## config.mk

```make
export PLATFORM = sky130hd
export DESIGN_NAME = yarp_regfile_mp
export DESIGN_NICKNAME = d
export VERILOG_FILES = /design/src/rtl/yarp_pkg.sv /design/src/rtl/yarp_regfile_sb.sv /design/src/rtl/yarp_regfile_mp.sv
export SDC_FILE = /design/constraint.sdc
export NUM_CORES = 2
export LEC_CHECK = 0
export BUFFER_PORTS_ARGS = -buffer_cell sky130_fd_sc_hd__buf_4
export CAP_MARGIN = 20
export CORE_MARGIN = 10
export CORE_UTILIZATION = 25
export CTS_BUF_LIST = sky130_fd_sc_hd__clkbuf_4 sky130_fd_sc_hd__clkbuf_8 sky130_fd_sc_hd__clkbuf_16
export DETAILED_ROUTE_END_ITERATION = 8
export HOLD_SLACK_MARGIN = 0.12
export PLACE_DENSITY_LB_ADDON = 0.2
export SLEW_MARGIN = 20
export SYNTH_ARGS = -nofsm -noshare
export SYNTH_HDL_FRONTEND = slang
export SYNTH_SLANG_ARGS = --single-unit
```

## constraint.sdc

```tcl
create_clock -name clk -period 2.14 [get_ports clk]
set_input_delay 0.214 -clock clk [delete_from_list [all_inputs] [get_ports clk]]
set_output_delay 0.214 -clock clk [all_outputs]
set_load 0.03 [all_outputs]
```

## src/rtl/yarp_pkg.sv

```systemverilog
// yarp_pkg: shared types and constants for the YARP register file
package yarp_pkg;
  localparam int XLEN = 32;
  typedef logic [XLEN-1:0] xlen_t;
  localparam int unsigned REG_ZERO = '0;
endpackage

```

## src/rtl/yarp_regfile_sb.sv

```systemverilog
// yarp_regfile_sb: per-register busy bits, set by decode alloc, cleared by write-back
//   clk, reset      clock, synchronous active-high reset
//   wr_en_i/addr_i  write-back ports; an enabled write clears busy of its address
//   alloc_en_i/addr alloc from decode; sets busy, overriding a same-cycle clear
//   busy_o          registered busy vector, bit 0 always 0
module yarp_regfile_sb import yarp_pkg::*; #(
  parameter int NUM_REGS = 32,
  parameter int NUM_WR = 2,
  localparam int AW = $clog2(NUM_REGS)
) (
  input  logic                       clk,
  input  logic                       reset,
  input  logic [NUM_WR-1:0]          wr_en_i,
  input  logic [NUM_WR-1:0][AW-1:0]  wr_addr_i,
  input  logic                       alloc_en_i,
  input  logic [AW-1:0]              alloc_addr_i,
  output logic [NUM_REGS-1:0]        busy_o
);
  logic [NUM_REGS-1:0] busy_q, busy_d, clr;
  always_comb begin
    clr = '0;
    for (int p = 0; p < NUM_WR; p++)
      if (wr_en_i[p]) clr[wr_addr_i[p]] = 1'b1;
    busy_d = busy_q & ~clr;
    if (alloc_en_i) busy_d[alloc_addr_i] = 1'b1;
    busy_d[REG_ZERO] = 1'b0;
  end
  always_ff @(posedge clk) busy_q <= reset ? '0 : busy_d;
  assign busy_o = busy_q;
endmodule

```

## src/rtl/yarp_regfile_mp.sv

```systemverilog
// yarp_regfile_mp: multi-port register file with write bypass and busy scoreboard
//   clk, reset      clock, synchronous active-high reset
//   rs_addr_i       read addresses; rs_data_o/rs_busy_o are combinational per port
//   wr_en_i/addr/data  write-back ports, highest enabled port wins on collision
//   alloc_en_i/addr destination allocation from decode
//   any_busy_o      OR of registered busy bits
module yarp_regfile_mp import yarp_pkg::*; #(
  parameter int XLEN = yarp_pkg::XLEN,
  parameter int NUM_REGS = 32,
  parameter int NUM_RD = 2,
  parameter int NUM_WR = 2,
  parameter bit BYPASS = 1'b1,
  localparam int AW = $clog2(NUM_REGS)
) (
  input  logic                        clk,
  input  logic                        reset,
  input  logic [NUM_RD-1:0][AW-1:0]   rs_addr_i,
  output logic [NUM_RD-1:0][XLEN-1:0] rs_data_o,
  output logic [NUM_RD-1:0]           rs_busy_o,
  input  logic [NUM_WR-1:0]           wr_en_i,
  input  logic [NUM_WR-1:0][AW-1:0]   wr_addr_i,
  input  logic [NUM_WR-1:0][XLEN-1:0] wr_data_i,
  input  logic                        alloc_en_i,
  input  logic [AW-1:0]               alloc_addr_i,
  output logic                        any_busy_o
);
  logic [NUM_REGS-1:0][XLEN-1:0] regs_q;
  logic [NUM_REGS-1:0] busy;
  // later ports overwrite earlier ones in the loop, so the highest port index wins
  always_ff @(posedge clk)
    if (reset) regs_q <= '0;
    else
      for (int p = 0; p < NUM_WR; p++)
        if (wr_en_i[p] && wr_addr_i[p] != AW'(REG_ZERO)) regs_q[wr_addr_i[p]] <= wr_data_i[p];
  yarp_regfile_sb #(.NUM_REGS(NUM_REGS), .NUM_WR(NUM_WR)) u_sb (
    .clk(clk),
    .reset(reset),
    .wr_en_i(wr_en_i),
    .wr_addr_i(wr_addr_i),
    .alloc_en_i(alloc_en_i),
    .alloc_addr_i(alloc_addr_i),
    .busy_o(busy)
  );
  assign any_busy_o = |busy;
  for (genvar r = 0; r < NUM_RD; r++) begin : g_rd
    logic hit, alloc_hit;
    logic [XLEN-1:0] byp;
    always_comb begin
      hit = 1'b0;
      byp = regs_q[rs_addr_i[r]];
      for (int p = 0; p < NUM_WR; p++)
        if (wr_en_i[p] && wr_addr_i[p] == rs_addr_i[r] && rs_addr_i[r] != AW'(REG_ZERO)) begin
          hit = 1'b1;
          byp = wr_data_i[p];
        end
    end
    assign alloc_hit = alloc_en_i && alloc_addr_i == rs_addr_i[r];
    assign rs_data_o[r] = BYPASS ? byp : regs_q[rs_addr_i[r]];
    // a same-cycle completing write hides busy unless a new producer is allocated at once
    assign rs_busy_o[r] = busy[rs_addr_i[r]] & ~(BYPASS && hit && !alloc_hit);
  end
endmodule
```

==> run_summary.xml <==
<?xml version="1.0" encoding="UTF-8"?>
<metrics>
  <group name="status">
    <metric name="outcome" unit="">finished, violations left</metric>
    <metric name="failed_checks" unit="">setup timing</metric>
  </group>
  <group name="layout">
    <metric name="num-nets-final" unit="">7411</metric>
    <metric name="post_route_cells_drive_above_1_share" unit="%">33.0</metric>
    <metric name="final_core_utilization" unit="%">33.5</metric>
    <metric name="final_cell_mix" unit="">sky130_fd_sc_hd__nor2_1, sky130_fd_sc_hd__dfxtp_1, sky130_fd_sc_hd__buf_4, sky130_fd_sc_hd__a211oi_1, sky130_fd_sc_hd__mux4_2</metric>
    <metric name="final_cell_area_excluding_filler_cells" unit="sq um">85400</metric>
    <metric name="nFillCells" unit="">25500</metric>
    <metric name="mostFrequentLayoutCell" unit="">sky130_fd_sc_hd__nor2_1</metric>
    <metric name="layout-area-overhead-vs-synth" unit="%">33.0</metric>
  </group>
  <group name="clocking">
    <metric name="cts_made_buffers" unit="">135</metric>
    <metric name="htree_num_levels" unit="">4</metric>
    <metric name="worst_setup_hold_path_clk_slew" unit="ns">0.06</metric>
    <metric name="cts_tree" unit="">built</metric>
    <metric name="clock_tree.root_cell" unit="">sky130_fd_sc_hd__clkbuf_16</metric>
    <metric name="worst_skew_pair.late_latency" unit="ns">0.81</metric>
    <metric name="cts_sinks" unit="">1055</metric>
    <metric name="clockBufferDepth" unit="">3</metric>
  </group>
  <group name="floorplanning">
    <metric name="die-area" unit="sq um">277000</metric>
    <metric name="die_h" unit="microns">527</metric>
    <metric name="die_w" unit="microns">527</metric>
    <metric name="floorplan.initialDensity" unit="%">25.2</metric>
    <metric name="pin_count" unit="">161</metric>
    <metric name="row_count" unit="">185</metric>
    <metric name="core_region_area" unit="sq um">255000</metric>
  </group>
  <group name="critical_path">
    <metric name="register_to_register_setup_slack" unit="ns">0.68</metric>
    <metric name="crit_chain" unit="">mux4_2 -&gt; a22o_1 -&gt; a31oi_1 -&gt; nand2_1 -&gt; a221o_2 -&gt; buf_6</metric>
    <metric name="cpMaxStageDelayCell" unit="">sky130_fd_sc_hd__mux4_2</metric>
    <metric name="critical_path.startpoint_type" unit="">flip-flop</metric>
    <metric name="critical_path.max_stage_delay" unit="ns">0.52</metric>
    <metric name="rr_startpoint" unit="">regs_q[614]</metric>
    <metric name="worst_setup_path_end_kind" unit="">output port</metric>
    <metric name="worst_setup_path_class" unit="">flip-flop to output port</metric>
    <metric name="critical_path_peak_fanout" unit="">3</metric>
    <metric name="data_required_time_at_the_worst_endpoint" unit="ns">1.93</metric>
    <metric name="crit_arrival" unit="ns">2.86</metric>
    <metric name="worstSetupStartpoint" unit="">regs_q[12]</metric>
  </group>
  <group name="route">
    <metric name="drt-pass1-iter-count" unit="">7</metric>
    <metric name="detailedRoute.firstIterationViolations" unit="">9467</metric>
    <metric name="vias_per_cell" unit="">6.17</metric>
    <metric name="postRouteAntennaNets" unit="">0</metric>
    <metric name="routed-via-count" unit="">66700</metric>
    <metric name="detail_route.wirelength" unit="microns">389000</metric>
    <metric name="drt-wirelength-per-cell" unit="microns">36.0</metric>
    <metric name="remaining_drc_errors" unit="">0</metric>
  </group>
  <group name="sta">
    <metric name="setup-tns-final" unit="ns">-51.31</metric>
    <metric name="max_slew_margin" unit="%">13.0</metric>
    <metric name="final-setup-viol-count" unit="">67</metric>
    <metric name="clock-skew-final" unit="ns">0</metric>
    <metric name="rsz0062_at_grt" unit="">true</metric>
    <metric name="hold_ws" unit="ns">0.186</metric>
    <metric name="hold_viol_final" unit="">0</metric>
    <metric name="maxClockFrequency" unit="MHz">325</metric>
    <metric name="maxSlewViolCount" unit="">0</metric>
    <metric name="timing.final.crit_share" unit="%">144</metric>
    <metric name="worst_setup_margin" unit="ns">-0.932</metric>
    <metric name="worst_slew_pin_slew" unit="ns">1.30</metric>
    <metric name="period_minus_slack" unit="ns">3.07</metric>
  </group>
  <group name="logic_synthesis">
    <metric name="post_synth.cell_area_avg" unit="sq um">9.29</metric>
    <metric name="number_of_instances_in_the_synthesized_netlist" unit="">6907</metric>
    <metric name="synthesis.area" unit="sq um">64200</metric>
    <metric name="yosys.cell_types.count" unit="">57</metric>
    <metric name="yosysSeqAreaShare" unit="%">32.9</metric>
    <metric name="ys.warnings.count" unit="">0</metric>
    <metric name="yosys_register_bits" unit="">1055</metric>
    <metric name="net_count_of_the_mapped_netlist" unit="">7001</metric>
  </group>
  <group name="global_routing">
    <metric name="wire_length_of_the_first_global_routing_pass" unit="microns">533000</metric>
    <metric name="first_global_vias" unit="">63300</metric>
    <metric name="grt_util_all_layers" unit="%">26.7</metric>
    <metric name="antenna_found_initial" unit="">48</metric>
    <metric name="pin_count_of_the_biggest_net_entering_global_routing" unit="">140</metric>
    <metric name="grt-ovfl-total" unit="">0</metric>
  </group>
  <group name="min_path">
    <metric name="hp-start" unit="">wr_addr_i[2]</metric>
    <metric name="hold_class" unit="">input port to flip-flop</metric>
  </group>
  <group name="pwr">
    <metric name="swShare" unit="%">29.9</metric>
    <metric name="power.sequential.fraction" unit="%">38.2</metric>
    <metric name="power_per_cell_area" unit="nW/um^2">623</metric>
    <metric name="internal_power" unit="mW">37.3</metric>
    <metric name="combinationalPowerShare" unit="%">16.7</metric>
    <metric name="power.ir.vdd_worst" unit="mV">0.819</metric>
    <metric name="netSwitchingPower" unit="mW">15.9</metric>
    <metric name="power_leakage" unit="nW">31.6</metric>
    <metric name="finalPower" unit="mW">53.2</metric>
    <metric name="clkPwrFrac" unit="%">45.1</metric>
  </group>
  <group name="placed_design">
    <metric name="io_buffers" unit="">160</metric>
    <metric name="post-dp-hpwl" unit="microns">265000</metric>
    <metric name="place_area" unit="sq um">77600</metric>
    <metric name="final_gp_congestion" unit="">0.936</metric>
  </group>
  <group name="run">
    <metric name="max_cap_viol_count" unit="">0</metric>
  </group>
</metrics>
logic make-up (layout without fill, tap and decap cells):
family / count (synthesis) / count (layout) / synth area share (%)
compound gates: 1627 / 1627 / 20.1
xor+xnor: 30 / 30 / 0.409
buf+inv: 1017 / 1525 / 6.71
flops: 1055 / 1055 / 32.9
mux: 949 / 949 / 25.1
other cells: 0 / 23 / 0
simple gates: 2229 / 2229 / 14.8
registers in the layout, summed over array words and instances, names as in the netlist:
signal	flops
u_sb.busy_o	31
regs_q	1024
critical path: cells and delay by family, from the launching register on:
family / cells / cell delay [ns]
compound gates: 3 / 0.85
buf+inv: 1 / 0.19
flops: 1 / 0.33
mux: 1 / 0.52
simple gates: 1 / 0.16
final timing paths:
| path | end | depth (start not counted) |
|---|---|---|
| max | rs_data_o[44] | 6 |
| min | regs_q[400] | 5 |
| max reg2reg | regs_q[614] | 5 |
| min reg2reg | regs_q[24] | 1 |
per-stage QoR:
step / setup slack (ns) / instances
6_report: -0.932 / 10800
5_1_grt: -1.00 / 10800
4_1_cts: -0.961 / 10800
2_1_floorplan: -0.0701 / 6907
3_3_place_gp: -1.65 / 10400
3_5_place_dp: -1.19 / 10400
layout make-up:
cell class | instances | area, sq um | share of cell area (%)
diodes | 23 | 57.6 | 0.0674
clock buffers | 204 | 4170 | 4.89
clock inverters | 31 | 334 | 0.391
inverters | 3 | 11.3 | 0.0132
multi-input cells | 4835 | 41200 | 48.2
flip-flops and latches | 1055 | 21300 | 25.0
well taps | 3366 | 4210 | 4.93
repair buffers | 1287 | 14100 | 16.5
power by group through the flow:
| stage | Combinational [mW] | Sequential [mW] | Clock (mW) |
|---|---|---|---|
| floorplan | 4.03 | 20.6 | 0 |
| global placement | 8.06 | 20.7 | 0 |
| detailed placement | 8.08 | 20.7 | 0 |
| CTS | 8.65 | 20.3 | 24.1 |
| global route | 9.02 | 20.3 | 24.9 |
| finish | 8.86 | 20.3 | 24.0 |
cell usage after synthesis (all sizes together):
| library cell | instances | share of area, % |
|---|---|---|
| buf | 294 | 2.5 |
| a2111oi | 59 | 0.97 |
| or4 | 4 | 0.053 |
| nand4 | 13 | 0.13 |
| nand3b | 7 | 0.082 |
| o221a | 1 | 0.018 |
| xor2 | 16 | 0.22 |
| nand2b | 6 | 0.058 |
| or3 | 3 | 0.045 |
| mux2 | 3 | 0.053 |
| and2 | 17 | 0.18 |
| mux2i | 419 | 6.5 |
| nor2b | 43 | 0.42 |
| mux4 | 527 | 18 |
| nor3b | 13 | 0.18 |
| o211ai | 1 | 0.019 |
| clkinv | 1 | 0.0058 |
| or3b | 2 | 0.027 |
| a32oi | 81 | 1.1 |
| a21oi | 37 | 0.29 |
| a31oi | 35 | 0.34 |
| nand2 | 540 | 3.2 |
| a2bb2oi | 9 | 0.12 |
| a311oi | 379 | 5.2 |
| nor4 | 16 | 0.16 |
| and3b | 7 | 0.096 |
| a22oi | 269 | 3.1 |
| xnor2 | 14 | 0.19 |
| nor4b | 1 | 0.014 |
| o22ai | 64 | 0.62 |
| nor3 | 8 | 0.078 |
| o21a | 1 | 0.012 |
| inv | 2 | 0.012 |
| a221oi | 1 | 0.014 |
| and4 | 3 | 0.049 |
| o21ai | 12 | 0.094 |
| and3 | 71 | 0.69 |
| a221o | 63 | 0.98 |
| a22o | 2 | 0.027 |
| clkbuf | 720 | 4.2 |
| nor2 | 1082 | 6.3 |
| nand3 | 393 | 3.1 |
| a211oi | 613 | 7.2 |
| dfxtp | 1055 | 33 |
per-layer routing:
metal  part of all wire [%]  global-route usage, %
met3                     10                   6.32
met4                    6.9                   15.4
met2                     44                   41.1
met1                     39                   34.0
met5                  0.014                      0
timing repair:
item | CTS | global route
setup endpoints to repair | 67 | 68
pin swaps | 161 | 86
gates resized for setup | 426 | 98
hold endpoints to repair | 1039 | 0
hold buffers | 111 | 0
setup buffers | 19 | 5
No activity file was read; power rests on OpenSTA's default activity.
